## config.mk

```make
export PLATFORM = sky130hd
export DESIGN_NAME = crc_frame_tx_flat
export DESIGN_NICKNAME = d
export VERILOG_FILES = /design/src/rtl/crc_frame_tx_pkg.sv /design/src/rtl/crc_frame_tx_if.sv /design/src/rtl/crc_frame_tx_piso.sv /design/src/rtl/crc_frame_tx.sv /design/src/flat_wrapper.sv
export SDC_FILE = /design/constraint.sdc
export NUM_CORES = 1
export LEC_CHECK = 0
export CAP_MARGIN = 20
export CORE_ASPECT_RATIO = 1.5
export CORE_MARGIN = 1
export CORE_UTILIZATION = 35
export DETAILED_ROUTE_END_ITERATION = 8
export GPL_TIMING_DRIVEN = 0
export PLACE_DENSITY = 0.62
export SYNTH_ARGS = -nofsm -noshare
export SYNTH_HDL_FRONTEND = slang
export SYNTH_SLANG_ARGS = --single-unit
export TNS_END_PERCENT = 20
```

## constraint.sdc

```tcl
create_clock -name clk -period 4.5 [get_ports clk]
set_input_delay 1.35 -clock clk [delete_from_list [all_inputs] [get_ports clk]]
set_output_delay 1.35 -clock clk [all_outputs]
set_load 0.01 [all_outputs]
```

## src/rtl/crc_frame_tx_pkg.sv

```systemverilog
// Shared constants and FSM state encoding for the CRC frame transmitter.
package crc_frame_tx_pkg;

  // CRC width of the downstream bit-serial engine
  localparam int unsigned CRC_GPW_MAX = 4;
  // Default payload word width
  localparam int unsigned DEF_BYTE_W  = 8;

  typedef enum logic [1:0] {
    S_IDLE,
    S_DATA,
    S_AUG,
    S_CRC
  } state_e;

endpackage

```

## src/rtl/crc_frame_tx_if.sv

```systemverilog
// Payload byte stream: valid/ready handshake with a last-of-frame flag.
interface crc_frame_tx_if #(
  parameter int unsigned BYTE_W = crc_frame_tx_pkg::DEF_BYTE_W
) ();

  logic              s_valid;
  logic              s_ready;
  logic [BYTE_W-1:0] s_data;
  logic              s_last;

  modport master (output s_valid, output s_data, output s_last, input s_ready);
  modport slave  (input s_valid, input s_data, input s_last, output s_ready);

endinterface

```

## src/rtl/crc_frame_tx_piso.sv

```systemverilog
// Loadable MSB-first parallel-in/serial-out shift register; zeros fill from the LSB.
module crc_piso #(
  parameter int unsigned W = 8
) (
  input  logic         clk,
  input  logic         rst_n,
  input  logic         load,
  input  logic         shift,
  input  logic [W-1:0] load_val,
  output logic         msb
);

  logic [W-1:0] shreg_q;
  logic [W-1:0] shreg_d;

  // Load has priority over shift
  always_comb begin
    shreg_d = shreg_q;
    if (load) begin
      shreg_d = load_val;
    end else if (shift) begin
      shreg_d = {shreg_q[W-2:0], 1'b0};
    end
  end

  // Shift register state
  always_ff @(posedge clk) begin
    if (!rst_n) begin
      shreg_q <= '0;
    end else begin
      shreg_q <= shreg_d;
    end
  end

  assign msb = shreg_q[W-1];

endmodule

```

## src/rtl/crc_frame_tx.sv

```systemverilog
// Framer in front of the bit-serial CRC engine: serializes payload bytes,
// feeds the engine, appends augmentation zeros, then transmits the CRC.
module crc_frame_tx
  import crc_frame_tx_pkg::*;
#(
  parameter int unsigned CRC_W  = CRC_GPW_MAX,
  parameter int unsigned BYTE_W = DEF_BYTE_W
) (
  input  logic             clk,
  input  logic             rst_n,
  crc_frame_tx_if.slave    s_if,
  input  logic [CRC_W-1:0] poly_cfg,
  output logic             crc_ctrl_en,
  output logic             crc_data_in,
  output logic [CRC_W-1:0] crc_poly_en,
  input  logic [CRC_W-1:0] crc_seq_in,
  output logic             tx_bit,
  output logic             tx_valid,
  output logic             tx_sof,
  output logic             tx_eof,
  output logic             err_underrun
);

  localparam int unsigned BCW = $clog2(BYTE_W);
  localparam int unsigned PCW = $clog2(CRC_W);
  localparam logic [BCW-1:0] BIT_LAST   = BCW'(BYTE_W - 1);
  localparam logic [PCW-1:0] PHASE_LAST = PCW'(CRC_W - 1);

  state_e           state_q, state_d;
  logic [BCW-1:0]   bit_cnt_q, bit_cnt_d;
  logic [PCW-1:0]   phase_cnt_q, phase_cnt_d;
  logic             last_q, last_d;
  logic [CRC_W-1:0] poly_q, poly_d;
  logic             sof_q, sof_d;
  logic             err_q, err_d;
  logic             ready_q, ready_d;

  logic accept;
  logic data_msb;
  logic crc_msb;
  logic crc_first;

  assign accept    = s_if.s_valid & ready_q;
  assign crc_first = (state_q == S_CRC) && (phase_cnt_q == '0);

  crc_piso #(.W(BYTE_W)) u_data_piso (
    .clk      (clk),
    .rst_n    (rst_n),
    .load     (accept),
    .shift    (state_q == S_DATA),
    .load_val (s_if.s_data),
    .msb      (data_msb)
  );

  // Holds the lower CRC bits; the top bit is sent directly from the engine
  crc_piso #(.W(CRC_W)) u_crc_piso (
    .clk      (clk),
    .rst_n    (rst_n),
    .load     (crc_first),
    .shift    ((state_q == S_CRC) && !crc_first),
    .load_val ({crc_seq_in[CRC_W-2:0], 1'b0}),
    .msb      (crc_msb)
  );

  // Next-state, counters and handshake decode
  always_comb begin
    state_d     = state_q;
    bit_cnt_d   = bit_cnt_q;
    phase_cnt_d = phase_cnt_q;
    last_d      = last_q;
    poly_d      = poly_q;
    sof_d       = 1'b0;
    err_d       = 1'b0;
    case (state_q)
      S_IDLE: begin
        if (accept) begin
          state_d   = S_DATA;
          bit_cnt_d = '0;
          last_d    = s_if.s_last;
          poly_d    = poly_cfg;
          sof_d     = 1'b1;
        end
      end
      S_DATA: begin
        if (bit_cnt_q == BIT_LAST) begin
          bit_cnt_d = '0;
          if (last_q) begin
            state_d = S_AUG;
          end else if (accept) begin
            last_d = s_if.s_last;
          end else begin
            state_d = S_IDLE;
            err_d   = 1'b1;
          end
        end else begin
          bit_cnt_d = bit_cnt_q + 1'b1;
        end
      end
      S_AUG: begin
        if (phase_cnt_q == PHASE_LAST) begin
          phase_cnt_d = '0;
          state_d     = S_CRC;
        end else begin
          phase_cnt_d = phase_cnt_q + 1'b1;
        end
      end
      S_CRC: begin
        if (phase_cnt_q == PHASE_LAST) begin
          phase_cnt_d = '0;
          state_d     = S_IDLE;
        end else begin
          phase_cnt_d = phase_cnt_q + 1'b1;
        end
      end
      default: state_d = S_IDLE;
    endcase
    // Ready is registered, so it is predicted from the next state
    ready_d = (state_d == S_IDLE) ||
              ((state_d == S_DATA) && (bit_cnt_d == BIT_LAST) && !last_d);
  end

  // FSM and control registers
  always_ff @(posedge clk) begin
    if (!rst_n) begin
      state_q     <= S_IDLE;
      bit_cnt_q   <= '0;
      phase_cnt_q <= '0;
      last_q      <= 1'b0;
      poly_q      <= '0;
      sof_q       <= 1'b0;
      err_q       <= 1'b0;
      ready_q     <= 1'b0;
    end else begin
      state_q     <= state_d;
      bit_cnt_q   <= bit_cnt_d;
      phase_cnt_q <= phase_cnt_d;
      last_q      <= last_d;
      poly_q      <= poly_d;
      sof_q       <= sof_d;
      err_q       <= err_d;
      ready_q     <= ready_d;
    end
  end

  assign s_if.s_ready = ready_q;
  assign crc_poly_en  = poly_q;
  assign crc_ctrl_en  = (state_q == S_DATA) || (state_q == S_AUG);
  assign crc_data_in  = (state_q == S_DATA) && data_msb;
  assign tx_valid     = (state_q == S_DATA) || (state_q == S_CRC);
  assign tx_sof       = sof_q;
  assign tx_eof       = (state_q == S_CRC) && (phase_cnt_q == PHASE_LAST);
  assign err_underrun = err_q;

  // The engine's remainder is only final after the last AUG edge, so the
  // first CRC bit is taken from crc_seq_in directly in that cycle.
  assign tx_bit = (state_q == S_DATA) ? data_msb :
                  (state_q == S_CRC)  ? (crc_first ? crc_seq_in[CRC_W-1] : crc_msb) :
                                        1'b0;

endmodule

```

## src/flat_wrapper.sv

```systemverilog
// flat-port wrapper written by rule: the top's interface ports become plain ports
module crc_frame_tx_flat import crc_frame_tx_pkg::*;
#(
  parameter int unsigned CRC_W  = CRC_GPW_MAX,
  parameter int unsigned BYTE_W = DEF_BYTE_W
)
  (clk, rst_n, poly_cfg, crc_ctrl_en, crc_data_in, crc_poly_en, crc_seq_in, tx_bit, tx_valid, tx_sof, tx_eof, err_underrun, s_if_s_valid, s_if_s_data, s_if_s_last, s_if_s_ready);
  crc_frame_tx_if #(.BYTE_W(BYTE_W)) s_if_i ();
  input  logic clk;
  input  logic rst_n;
  input  logic [CRC_W-1:0] poly_cfg;
  output logic crc_ctrl_en;
  output logic crc_data_in;
  output logic [CRC_W-1:0] crc_poly_en;
  input  logic [CRC_W-1:0] crc_seq_in;
  output logic tx_bit;
  output logic tx_valid;
  output logic tx_sof;
  output logic tx_eof;
  output logic err_underrun;
  input wire logic [$bits(s_if_i.s_valid)-1:0] s_if_s_valid;
  input wire logic [$bits(s_if_i.s_data)-1:0] s_if_s_data;
  input wire logic [$bits(s_if_i.s_last)-1:0] s_if_s_last;
  output wire logic [$bits(s_if_i.s_ready)-1:0] s_if_s_ready;
  assign s_if_i.s_valid = s_if_s_valid;
  assign s_if_i.s_data = s_if_s_data;
  assign s_if_i.s_last = s_if_s_last;
  assign s_if_s_ready = s_if_i.s_ready;
  crc_frame_tx #(.CRC_W(CRC_W), .BYTE_W(BYTE_W)) u_core (.clk(clk), .rst_n(rst_n), .s_if(s_if_i), .poly_cfg(poly_cfg), .crc_ctrl_en(crc_ctrl_en), .crc_data_in(crc_data_in), .crc_poly_en(crc_poly_en), .crc_seq_in(crc_seq_in), .tx_bit(tx_bit), .tx_valid(tx_valid), .tx_sof(tx_sof), .tx_eof(tx_eof), .err_underrun(err_underrun));
endmodule
```

### Yosys cells after proc, flatten, opt, wreduce, memory -nomap -nowiden

Index checks and enable logic that the tools add are counted.

| storage, ports and cells | value |
|---|---|
| register bits after elaboration | 26 |
| output and inout port bits | 12 |

| cells by class | value |
|---|---|
| add/subtract/negate cells | 2 |
| equal/unequal tests | 7 |
| mux-type cells | 25 |
| bitwise gates (word level) | 4 |
| reductions and logical operators | 20 |

Operators by type and width:

| kind | count |
|---|---|
| $mux 8 | 2 |
| $mux 2 | 7 |
| $mux 1 | 9 |
| $mux 4 | 2 |
| $pmux 2 s4 | 1 |
| $eq 2x2->1 const B | 3 |
| $eq 3x3->1 const B | 2 |
| $logic_and 1x1->1 | 6 |
| $logic_not 2->1 | 3 |
| $mux 3 | 2 |
| $pmux 3 s2 | 1 |
| $eq 2x1->1 const B | 2 |
| $reduce_and 2->1 | 2 |
| $reduce_bool 2->1 | 2 |
| $reduce_or 4->1 | 1 |
| $add 3x1->3 const B | 1 |
| $logic_or 1x1->1 | 3 |
| $not 1->1 | 3 |
| $add 2x1->2 const B | 1 |
| $logic_not 1->1 | 2 |
| $pmux 1 s2 | 1 |
| $reduce_or 2->1 | 1 |
| $and 1x1->1 | 1 |

### Depth between registers and ports, before layout

Gate-level depths: netlist (run 1).

| depth | value |
|---|---|
| depth in word-level cells | 9 |
| mapped depth | 8 |
| depth with buffers taken out | 7 |

### Modules after synthesis

A second synthesis (run 1) with hierarchy kept.

| second synthesis, totals | value |
|---|---|
| cells, all modules | 156 |
| area, all modules | 1,468.9 um^2 |

By module, submodules not included:

| module | instances | cells each | area each (um^2) | sequential area each (um^2) |
|---|---|---|---|---|
| crc_frame_tx | 1 | 105 | 863.3 | 300.3 |
| crc_piso at u_core.u_data_piso | 1 | 35 | 419.2 | 160.2 |
| crc_piso at u_core.u_crc_piso | 1 | 16 | 186.4 | 80.1 |

### Least setup slack after synthesis (run 1)

No wires, ideal clock.

| timing path | value |
|---|---|
| path kind | input-to-output |
| start | input crc_seq_in[3] |
| end | output tx_bit |
| arrival | 1,853 ps |
| required time | 3,150 ps |
| path slack | 1,297 ps |
| cell stages on the path | 2 |
| cells stage by stage | mux2_2 a31o_2 |

| on the way | value |
|---|---|
| longest elaborated chain between the ends | 3 |

RTL lines:

| what | line | RTL |
|---|---|---|
| from (decl) | flat_wrapper.sv:15 | `input logic [CRC_W-1:0] crc_seq_in;` |
| $mux 1 (2 in series) | crc_frame_tx.sv:157 | `(state_q == S_CRC) ? (crc_first ? crc_seq_in[CRC_W-1] : crc_msb) :` |
| $mux 1 | crc_frame_tx.sv:156 | `assign tx_bit = (state_q == S_DATA) ? data_msb :` |
| to (decl) | flat_wrapper.sv:16 | `output logic tx_bit;` |

Every way passes these cells.

### Worst setup path in the final report (run 1)

Same ends and word-level chain as after synthesis.

==> results of run 1 <==
[final cells by class]
class / instances / area [µm²]
well taps: 42 / 52.6
multi-input cells: 99 / 694
clock buffers: 4 / 55.1
flip-flops and latches: 26 / 520
plain buffers: 6 / 25.0
inverters: 7 / 26.3
repair buffers: 31 / 310
fillers: 343 / 1730
[power by group through the flow]
stage | combinational [µW] | sequential, µW | clock [µW]
floorplan | 231 | 314 | 0
global placement | 330 | 315 | 0
detailed placement | 335 | 317 | 0
CTS | 337 | 312 | 156
global route | 371 | 320 | 164
finish | 332 | 312 | 150
[Yosys cell counts, types with 2 or more instances]
library cell	number	share of area
nand2_1	5	0.015
nor2_1	19	0.056
buf_2	2	0.0079
inv_1	7	0.021
nor3_1	3	0.012
mux2i_1	13	0.10
nand3_1	5	0.020
and2_1	4	0.020
a31o_2	2	0.014
clkbuf_1	3	0.0089
a21oi_1	7	0.028
a211oi_1	10	0.059
ha_1	8	0.079
o21ai_0	4	0.016
dfxtp_1	26	0.41
o211a_1	2	0.016
[worst paths after layout]
kind / slack, ns / cells after the start / to / from
worst max-delay path: 0.44 / 4 / tx_bit / crc_seq_in[3]
worst min-delay path: 0.48 / 2 / u_core.u_crc_piso.shreg_q[1]$_SDFFE_PN0P_ / u_core.u_crc_piso.shreg_q[1]$_SDFFE_PN0P_
worst max register to register: 2.65 / 7 / u_core.s_if.s_ready$_SDFF_PN0_ / u_core.state_q[0]$_SDFF_PN0_
worst min register to register: 0.48 / 2 / u_core.u_crc_piso.shreg_q[1]$_SDFFE_PN0P_ / u_core.u_crc_piso.shreg_q[1]$_SDFFE_PN0P_
[critical path: stages]
cell             delay (ns)
clkdlybuf4s50_1        0.39
mux2_2                 0.26
a31o_2                 0.24
clkdlybuf4s50_1        0.47
[per-layer routing]
layer,global-route usage,up-vias,share of wire
li1,-,564,-
met1,0.171,491,0.43
met2,0.288,28,0.50
met3,0.0240,7,0.038
met4,0.0926,0,0.033
met5,0,-,0
[cells by family (layout without fill, tap and decap cells)]
family          after synthesis  after routing  share of synthesized area
buf+inv                      13             48                     0.0405
fa+ha+maj                     8              8                     0.0791
mux                          14             14                      0.112
flops                        26             26                      0.411
simple gates                 46             46                      0.186
compound gates               31             31                      0.172
[registers in the layout, indices dropped and copies added, names as in the netlist]
register                    count
u_core.last_q                   1
u_core.bit_cnt_q                3
u_core.u_data_piso.shreg_q      8
u_core.tx_sof                   1
u_core.state_q                  2
u_core.err_underrun             1
u_core.s_if.s_ready             1
u_core.phase_cnt_q              2
u_core.crc_poly_en              4
u_core.u_crc_piso.shreg_q       3
[cells in the final DEF (no fill, tap or decap), types with 2 or more instances in the layout]
master	n
and2_1	4
a21oi_1	7
o21ai_0	4
ha_1	8
a211oi_1	10
a31o_2	2
o211a_1	2
buf_2	2
nor3_1	3
dfxtp_1	26
nand3_1	5
nand2_1	5
clkbuf_8	4
clkbuf_1	3
inv_1	7
nor2_1	19
mux2i_1	13
clkdlybuf4s50_1	31
[per-stage QoR]
step	setup slack (ns)	utilization	power (µW)	cells	instance area, µm²
global placement	0.450	0.477	645	211	1630
finish	0.443	0.493	794	215	1680
floorplan	1.30	-	544	138	1270
detailed placement	0.450	0.477	652	211	1630
global route	0.430	0.493	855	215	1680
CTS	0.440	0.493	805	215	1680
==> flow_metrics.py, run 1 <==
metrics = {
    "run_status": {
        "status": "completed",
    },
    "route": {
        "drc_errors": 0,
        "wl_um": 2740,
        "first_iter_violations": 26,
        "viasPerCell": 5.07,
        "postRouteAntennaNets": 0,
        "wire_per_inst_um": 12.7,
        "via_count": 1090,
        "drt_first_pass_iters": 4,
    },
    "sta": {
        "finalSetupTns_ns": 0,
        "final-setup-viol-count": 0,
        "hold_ws_ns": 0.475,
        "relSlewSlack": 0.651,
        "period_needed_ns": 4.06,
        "period_share": 0.901,
        "skew_ns": 0.00221,
        "hold_viol_final": 0,
        "slew_viol_final": 0,
        "rsz0062_at_grt": "no",
        "max_freq_ghz": 0.247,
        "max_slew.worst_pin.slew_ns": 0.523,
    },
    "hold_path": {
        "holdCritPathClass": "reg -> reg",
    },
    "critical_path": {
        "critPathKind": "in -> out",
        "worstPathArrival_ns": 2.71,
        "endpoint_kind": "output port",
        "worstSetupStartpointType": "primary input",
        "path_max_fanout": 1,
        "required_ns": 3.15,
    },
    "global_route": {
        "grt_pass1_wl_um": 4600,
        "grt_max_degree": 15,
        "grt.overflow.total": 0,
        "grt_usage": 0.158,
        "grt_pass1_vias": 1079,
        "antenna_found_initial": 0,
    },
    "logic_synthesis": {
        "yosys_warnings": 0,
        "syn_area_um2": 1270,
        "syn_inst": 138,
        "seq_area_frac_synth": 0.411,
        "avgSynthCellArea_um2": 9.18,
        "syn-num-nets": 166,
        "synth-edff-count": 0,
        "synthArstFlopShare": 0,
        "ys_types": 34,
        "ys.flop_type": "dfxtp_1",
        "ys_ff_latch": 26,
    },
    "cells_and_area": {
        "drive_gt1_frac": 0.0809,
        "fin_nets": 202,
        "n_antenna_cell": 0,
        "syn_to_final_growth_pct": 33.0,
    },
    "floorplan": {
        "die_w_um": 51.1,
        "dieArea_um2": 3870,
        "die_h_um": 75.7,
        "rows": 26,
        "ios": 32,
        "core_um2": 3420,
        "initial_core_util": 0.371,
    },
    "clock_tree": {
        "postCtsResizedCells": 0,
        "tritoncts": "yes",
        "numCtsBuffers": 3,
        "clkTransAtPathRegs_ns": 0.09,
        "cts_setup_buffers": 0,
        "cts-root-buf": "clkbuf_8",
        "htree_num_levels": 1,
        "holdBufCountCts": 0,
        "cts_sinks": 26,
        "cts_buffer_depth": 2,
        "clkLatencyLatePin_ns": 0.27,
    },
    "power": {
        "power_density_nw_per_um2": 472,
        "pwr-share-seq": 0.393,
        "power.share.switching": 0.341,
        "ir_drop_uv": 318,
        "pwr-share-clk": 0.189,
        "pwr-share-comb": 0.418,
        "power.switching_uw": 271,
        "leakage_uw": 0.000692,
        "power.internal_uw": 523,
    },
    "placed_design": {
        "place.gp.congestion": 0.775,
        "io_buffers": 31,
        "dp_hpwl_um": 2100,
    },
    "job": {
        "drv_cap": 0,
    },
}
No activity file was read; power rests on OpenSTA's default activity.
==> run 2, diff against run 1 <==
CAP_MARGIN = 25   (was 20)
CORE_MARGIN = 4   (was 1)
DONT_BUFFER_PORTS = 1   (was not set)
PLACE_DENSITY = 0.51   (was 0.62)
==> run 2 against run 1 <==
  * Critical path depth shrank 2
  * Clock skew rose by 0.00065 ns
  * Non-clock buffer count is 31 lower
  * Global-route usage is 3.4 points lower
  * Via count shrank 9.0%
  * Critical endpoint unchanged
  * First-iteration DRC count decreased by 65%
  * Hold slack better by 0.0041 ns
  * Utilization is 9.5 points lower
  * Largest power group is now sequential cells
  * Wire length shrank 2.2%
==> flow_metrics.py, run 2 (synthesized netlist as in run 1, its figures left out) <==
metrics = {
    "clock_tree": {
        "postCtsResizedCells": 0,
        "cts_buffer_depth": 2,
        "cts-root-buf": "clkbuf_8",
        "holdBufCountCts": 0,
        "clkLatencyLatePin_ns": 0.27,
        "numCtsBuffers": 3,
        "htree_num_levels": 1,
        "cts_sinks": 26,
        "clkTransAtPathRegs_ns": 0.09,
        "cts_setup_buffers": 0,
        "tritoncts": "yes",
    },
    "job": {
        "drv_cap": 0,
    },
    "power": {
        "power_density_nw_per_um2": 540,
        "ir_drop_uv": 239,
        "leakage_uw": 0.000576,
    },
    "route": {
        "wire_per_inst_um": 14.6,
        "top_layer": "met4",
        "wl_met2_um": 1330,
        "wl_um": 2680,
        "drc_errors": 0,
        "m1WireLength_um": 1070,
        "postRouteAntennaNets": 0,
        "viasPerCell": 5.39,
        "via_count": 992,
        "wl_met3_um": 226,
        "drt_first_pass_iters": 3,
        "first_iter_violations": 9,
    },
    "floorplan": {
        "die_w_um": 57.1,
        "dieArea_um2": 4660,
        "initial_core_util": 0.367,
        "rows": 26,
        "ios": 32,
        "core_um2": 3450,
        "die_h_um": 81.7,
    },
    "global_route": {
        "antenna_found_initial": 0,
        "grt_pass1_wl_um": 4490,
        "grt_usage": 0.124,
        "grt_max_degree": 15,
        "grt.overflow.total": 0,
        "grt_pass1_vias": 962,
    },
    "cells_and_area": {
        "final_cell_mix": "26 x dfxtp_1, 19 x nor2_1, 13 x mux2i_1",
        "register_area_um2": 520,
        "final_common_cell": "dfxtp_1",
        "fin_nets": 171,
        "syn_to_final_growth_pct": 8.50,
        "n_fill_cell": 391,
        "stdcell_count": 184,
        "drive_gt1_frac": 0.0986,
        "n_antenna_cell": 0,
        "multi_input_area_um2": 694,
        "largest_reg_flops": 8,
        "top_register": "u_core.u_data_piso.shreg_q",
    },
    "placed_design": {
        "io_buffers": 0,
        "place_ws_ns": 1.29,
        "place.gp.congestion": 0.725,
        "dp.cells": 180,
        "dp_hpwl_um": 2050,
    },
    "critical_path": {
        "path_max_fanout": 1,
        "worstSetupStartpointType": "primary input",
        "endpoint_kind": "output port",
        "cpPeakStageDelay_ns": 0.27,
        "path_cells": "mux2_2 > a31o_2",
        "path_delay_family": "compound AO/OA/AOI/OAI gates",
        "path_buf_inv": 0,
        "required_ns": 3.15,
        "cpMaxStageDelayCell": "a31o_2",
        "worstPathArrival_ns": 1.86,
        "critPathKind": "in -> out",
    },
    "sta": {
        "max_slew.worst_pin.slew_ns": 0.518,
        "finalSetupTns_ns": 0,
        "hold_viol_final": 0,
        "finalWorstSetupSlack_ns": 1.29,
        "relSlewSlack": 0.655,
        "final-setup-viol-count": 0,
        "max_freq_ghz": 0.311,
        "rsz0062_at_grt": "no",
        "period_share": 0.714,
        "skew_ns": 0.00286,
        "slew_viol_final": 0,
        "period_needed_ns": 3.21,
    },
    "run_status": {
        "status": "completed",
    },
    "hold_path": {
        "holdCritPathClass": "reg -> reg",
    },
}
run 2: cell types whose count changed in the layout (fill, tap and decap cells not counted):
cell	before	now
clkdlybuf4s50_1	31	0
run 2: per-layer routing:
layer,vias to the layer above,GRT usage
met4,0,0.0696
met2,31,0.211
met1,458,0.130
li1,499,-
met5,-,0
met3,4,0.0472
run 2: final cells by class:
cell class | instances | area share
multi-input combinational | 99 | 0.505
sequential | 26 | 0.379
clock buffer | 4 | 0.0401
tap | 42 | 0.0383
inverter | 7 | 0.0191
buffer | 6 | 0.0182
run 2: tightest hold or removal path, cell delays in order (launching register included):
cell     delay [ns]
dfxtp_1        0.34
nand2_1        0.06
a21oi_1        0.05
run 2: report_power, final:
group	leakage [µW]	total (µW)	internal (µW)	switching (µW)
clock	0.0000288	152	78.2	74.0
combinational	0.000336	271	121	150
sequential	0.000212	318	277	40.9
run 2: stage by stage:
stage | hold slack (ns) | total power [µW] | util | area, µm²
after global placement | 0.456 | 591 | 0.382 | 1320
after floorplan | 0.432 | 544 | - | 1270
final | 0.479 | 741 | 0.398 | 1370
after detailed placement | 0.469 | 598 | 0.382 | 1320
after global routing | 0.519 | 800 | 0.398 | 1370
after CTS | 0.482 | 752 | 0.398 | 1370
run 2: worst paths after layout:
check | start | end | slack, ns | cells past startpoint
max | crc_seq_in[3] | tx_bit | 1.29 | 2
min | u_core.phase_cnt_q[1]$_SDFFE_PN0P_ | u_core.phase_cnt_q[1]$_SDFFE_PN0P_ | 0.48 | 2
max reg2reg | u_core.state_q[0]$_SDFF_PN0_ | u_core.s_if.s_ready$_SDFF_PN0_ | 2.68 | 7
min reg2reg | u_core.phase_cnt_q[1]$_SDFFE_PN0P_ | u_core.phase_cnt_q[1]$_SDFFE_PN0P_ | 0.48 | 2
==> run 3, diff against run 2 <==
PLACE_DENSITY = 0.53   (was 0.51)
clock period = 2.9 ns   (was 4.5 ns; I/O delays follow)
==> run 3 against run 2 <==
  * Worst setup slack got worse by 0.95 ns
  * First-iteration DRC count rose to 2.7 times the previous value
  * Clock skew rose by 0.0038 ns
  * Hold slack lost 0.0069 ns
  * Flip-flop and latch count unchanged
  * Combinational power increased by 56%
  * Critical path depth grew 3
  * Utilization stayed put
  * Largest cell class unchanged
  * Highest routed layer unchanged
==> flow_metrics.py, run 3 (synthesized netlist as in run 1, its figures left out) <==
metrics = {
    "critical_path": {
        "path_buf_inv": 3,
        "path_cells": "inv_1 > ha_1 > buf_2 > buf_2 > or2_2",
        "path_max_fanout": 10,
        "timing.critical_path.mode_cell": "buf_2",
        "path_delay_family": "buffers and inverters",
        "endpoint_kind": "output port",
        "worstSetupStartpointType": "flip-flop",
        "required_ns": 2.03,
        "cpMaxStageDelayCell": "dfxtp_1",
        "worstPathArrival_ns": 1.69,
        "critPathKind": "reg -> out",
        "cpPeakStageDelay_ns": 0.38,
    },
    "cells_and_area": {
        "syn_to_final_growth_pct": 8.50,
        "top_register": "u_core.u_data_piso.shreg_q",
        "final_cell_mix": "26 x dfxtp_1, 19 x nor2_1, 13 x mux2i_1",
        "n_fill_cell": 385,
        "n_antenna_cell": 0,
        "fin_nets": 171,
        "final_common_cell": "dfxtp_1",
        "largest_reg_flops": 8,
        "drive_gt1_frac": 0.0986,
    },
    "sta": {
        "period_share": 0.884,
        "finalSetupTns_ns": 0,
        "rsz0062_at_grt": "no",
        "final-setup-viol-count": 0,
        "skew_ns": 0.00662,
        "max_freq_ghz": 0.390,
        "relSlewSlack": 0.691,
        "hold_viol_final": 0,
        "period_needed_ns": 2.56,
        "slew_viol_final": 0,
        "max_slew.worst_pin.slew_ns": 0.464,
    },
    "power": {
        "pwr-share-comb": 0.368,
        "power.switching_uw": 413,
        "p_total_uw": 1150,
        "power.share.switching": 0.359,
        "power_density_nw_per_um2": 839,
        "pwr-share-clk": 0.206,
        "power.internal_uw": 739,
        "ir_drop_uv": 420,
        "pwr-share-seq": 0.426,
        "leakage_uw": 0.000576,
    },
    "global_route": {
        "antenna_found_initial": 0,
        "grt_pass1_wl_um": 4350,
        "grt_max_degree": 15,
        "grt.overflow.total": 0,
        "grt_pass1_vias": 998,
        "grt_usage": 0.118,
    },
    "clock_tree": {
        "holdBufCountCts": 0,
        "clkTransAtPathRegs_ns": 0.09,
        "cts_buffer_depth": 2,
        "numCtsBuffers": 3,
        "tritoncts": "yes",
        "cts_sinks": 26,
        "cts_setup_buffers": 0,
        "postCtsResizedCells": 0,
        "htree_num_levels": 1,
        "cts-root-buf": "clkbuf_8",
        "clkLatencyLatePin_ns": 0.27,
    },
    "route": {
        "wl_um": 2710,
        "drt_first_pass_iters": 4,
        "first_iter_violations": 24,
        "postRouteAntennaNets": 0,
        "viasPerCell": 5.51,
        "drc_errors": 0,
        "wire_per_inst_um": 14.7,
        "via_count": 1013,
    },
    "placed_design": {
        "io_buffers": 0,
        "dp_hpwl_um": 2080,
        "place.gp.congestion": 0.764,
    },
    "run_status": {
        "status": "completed",
    },
    "floorplan": {
        "core_um2": 3450,
        "rows": 26,
        "ios": 32,
        "die_h_um": 81.7,
        "die_w_um": 57.1,
        "dieArea_um2": 4660,
        "initial_core_util": 0.367,
    },
    "job": {
        "drv_cap": 0,
    },
    "hold_path": {
        "holdCritPathClass": "reg -> reg",
    },
}
==> run 3: tightest hold or removal path: stages (launching register included) <==
cell      delay, ns
dfxtp_1        0.32
nand2b_1       0.06
a21oi_1        0.05
==> run 3: path summary, 6_finish.rpt <==
kind                                                                start  slack, ns  depth (start not counted)                                   endpoint
worst min-delay path            u_core.u_crc_piso.shreg_q[1]$_SDFFE_PN0P_       0.47                          2  u_core.u_crc_piso.shreg_q[1]$_SDFFE_PN0P_
worst max register to register               u_core.state_q[0]$_SDFF_PN0_       1.04                          7             u_core.s_if.s_ready$_SDFF_PN0_
worst max-delay path                         u_core.state_q[1]$_SDFF_PN0_       0.34                          5                                   tx_valid
worst min register to register  u_core.u_crc_piso.shreg_q[1]$_SDFFE_PN0P_       0.47                          2  u_core.u_crc_piso.shreg_q[1]$_SDFFE_PN0P_
==> run 3: per-layer routing <==
| layer | part of all wire | vias to the layer above | GRT usage |
|---|---|---|---|
| met5 | 0 | - | 0 |
| met4 | 0.013 | 0 | 0.0464 |
| met3 | 0.060 | 4 | 0.0314 |
| met2 | 0.54 | 24 | 0.221 |
| met1 | 0.39 | 487 | 0.124 |
| li1 | - | 498 | - |
==> run 3: power by group through the flow <==
stage	registers, µW	logic [µW]	clock network [µW]
after floorplan	487	358	0
after global placement	499	425	0
after detailed placement	501	431	0
after CTS	493	433	239
after global routing	503	481	254
final	491	424	237
==> run 3: area by class of cell <==
| type | instances | area, µm² | area share |
|---|---|---|---|
| Multi-Input combinational cell | 99 | 694 | 0.505 |
| Clock buffer | 4 | 55.1 | 0.0401 |
| Buffer | 6 | 25.0 | 0.0182 |
| Inverter | 7 | 26.3 | 0.0191 |
| Sequential cell | 26 | 520 | 0.379 |
| Tap cell | 42 | 52.6 | 0.0383 |
==> run 3: stage by stage <==
stage                     hold slack (ns)  area [µm²]  setup slack [ns]  std cells   util
after floorplan                     0.432        1270             0.657        138      -
after global placement              0.460        1320             0.634        180  0.382
after detailed placement            0.460        1320             0.624        180  0.382
after CTS                           0.475        1370             0.323        184  0.398
after global routing                0.496        1370             0.236        184  0.398
final                               0.472        1370             0.337        184  0.398
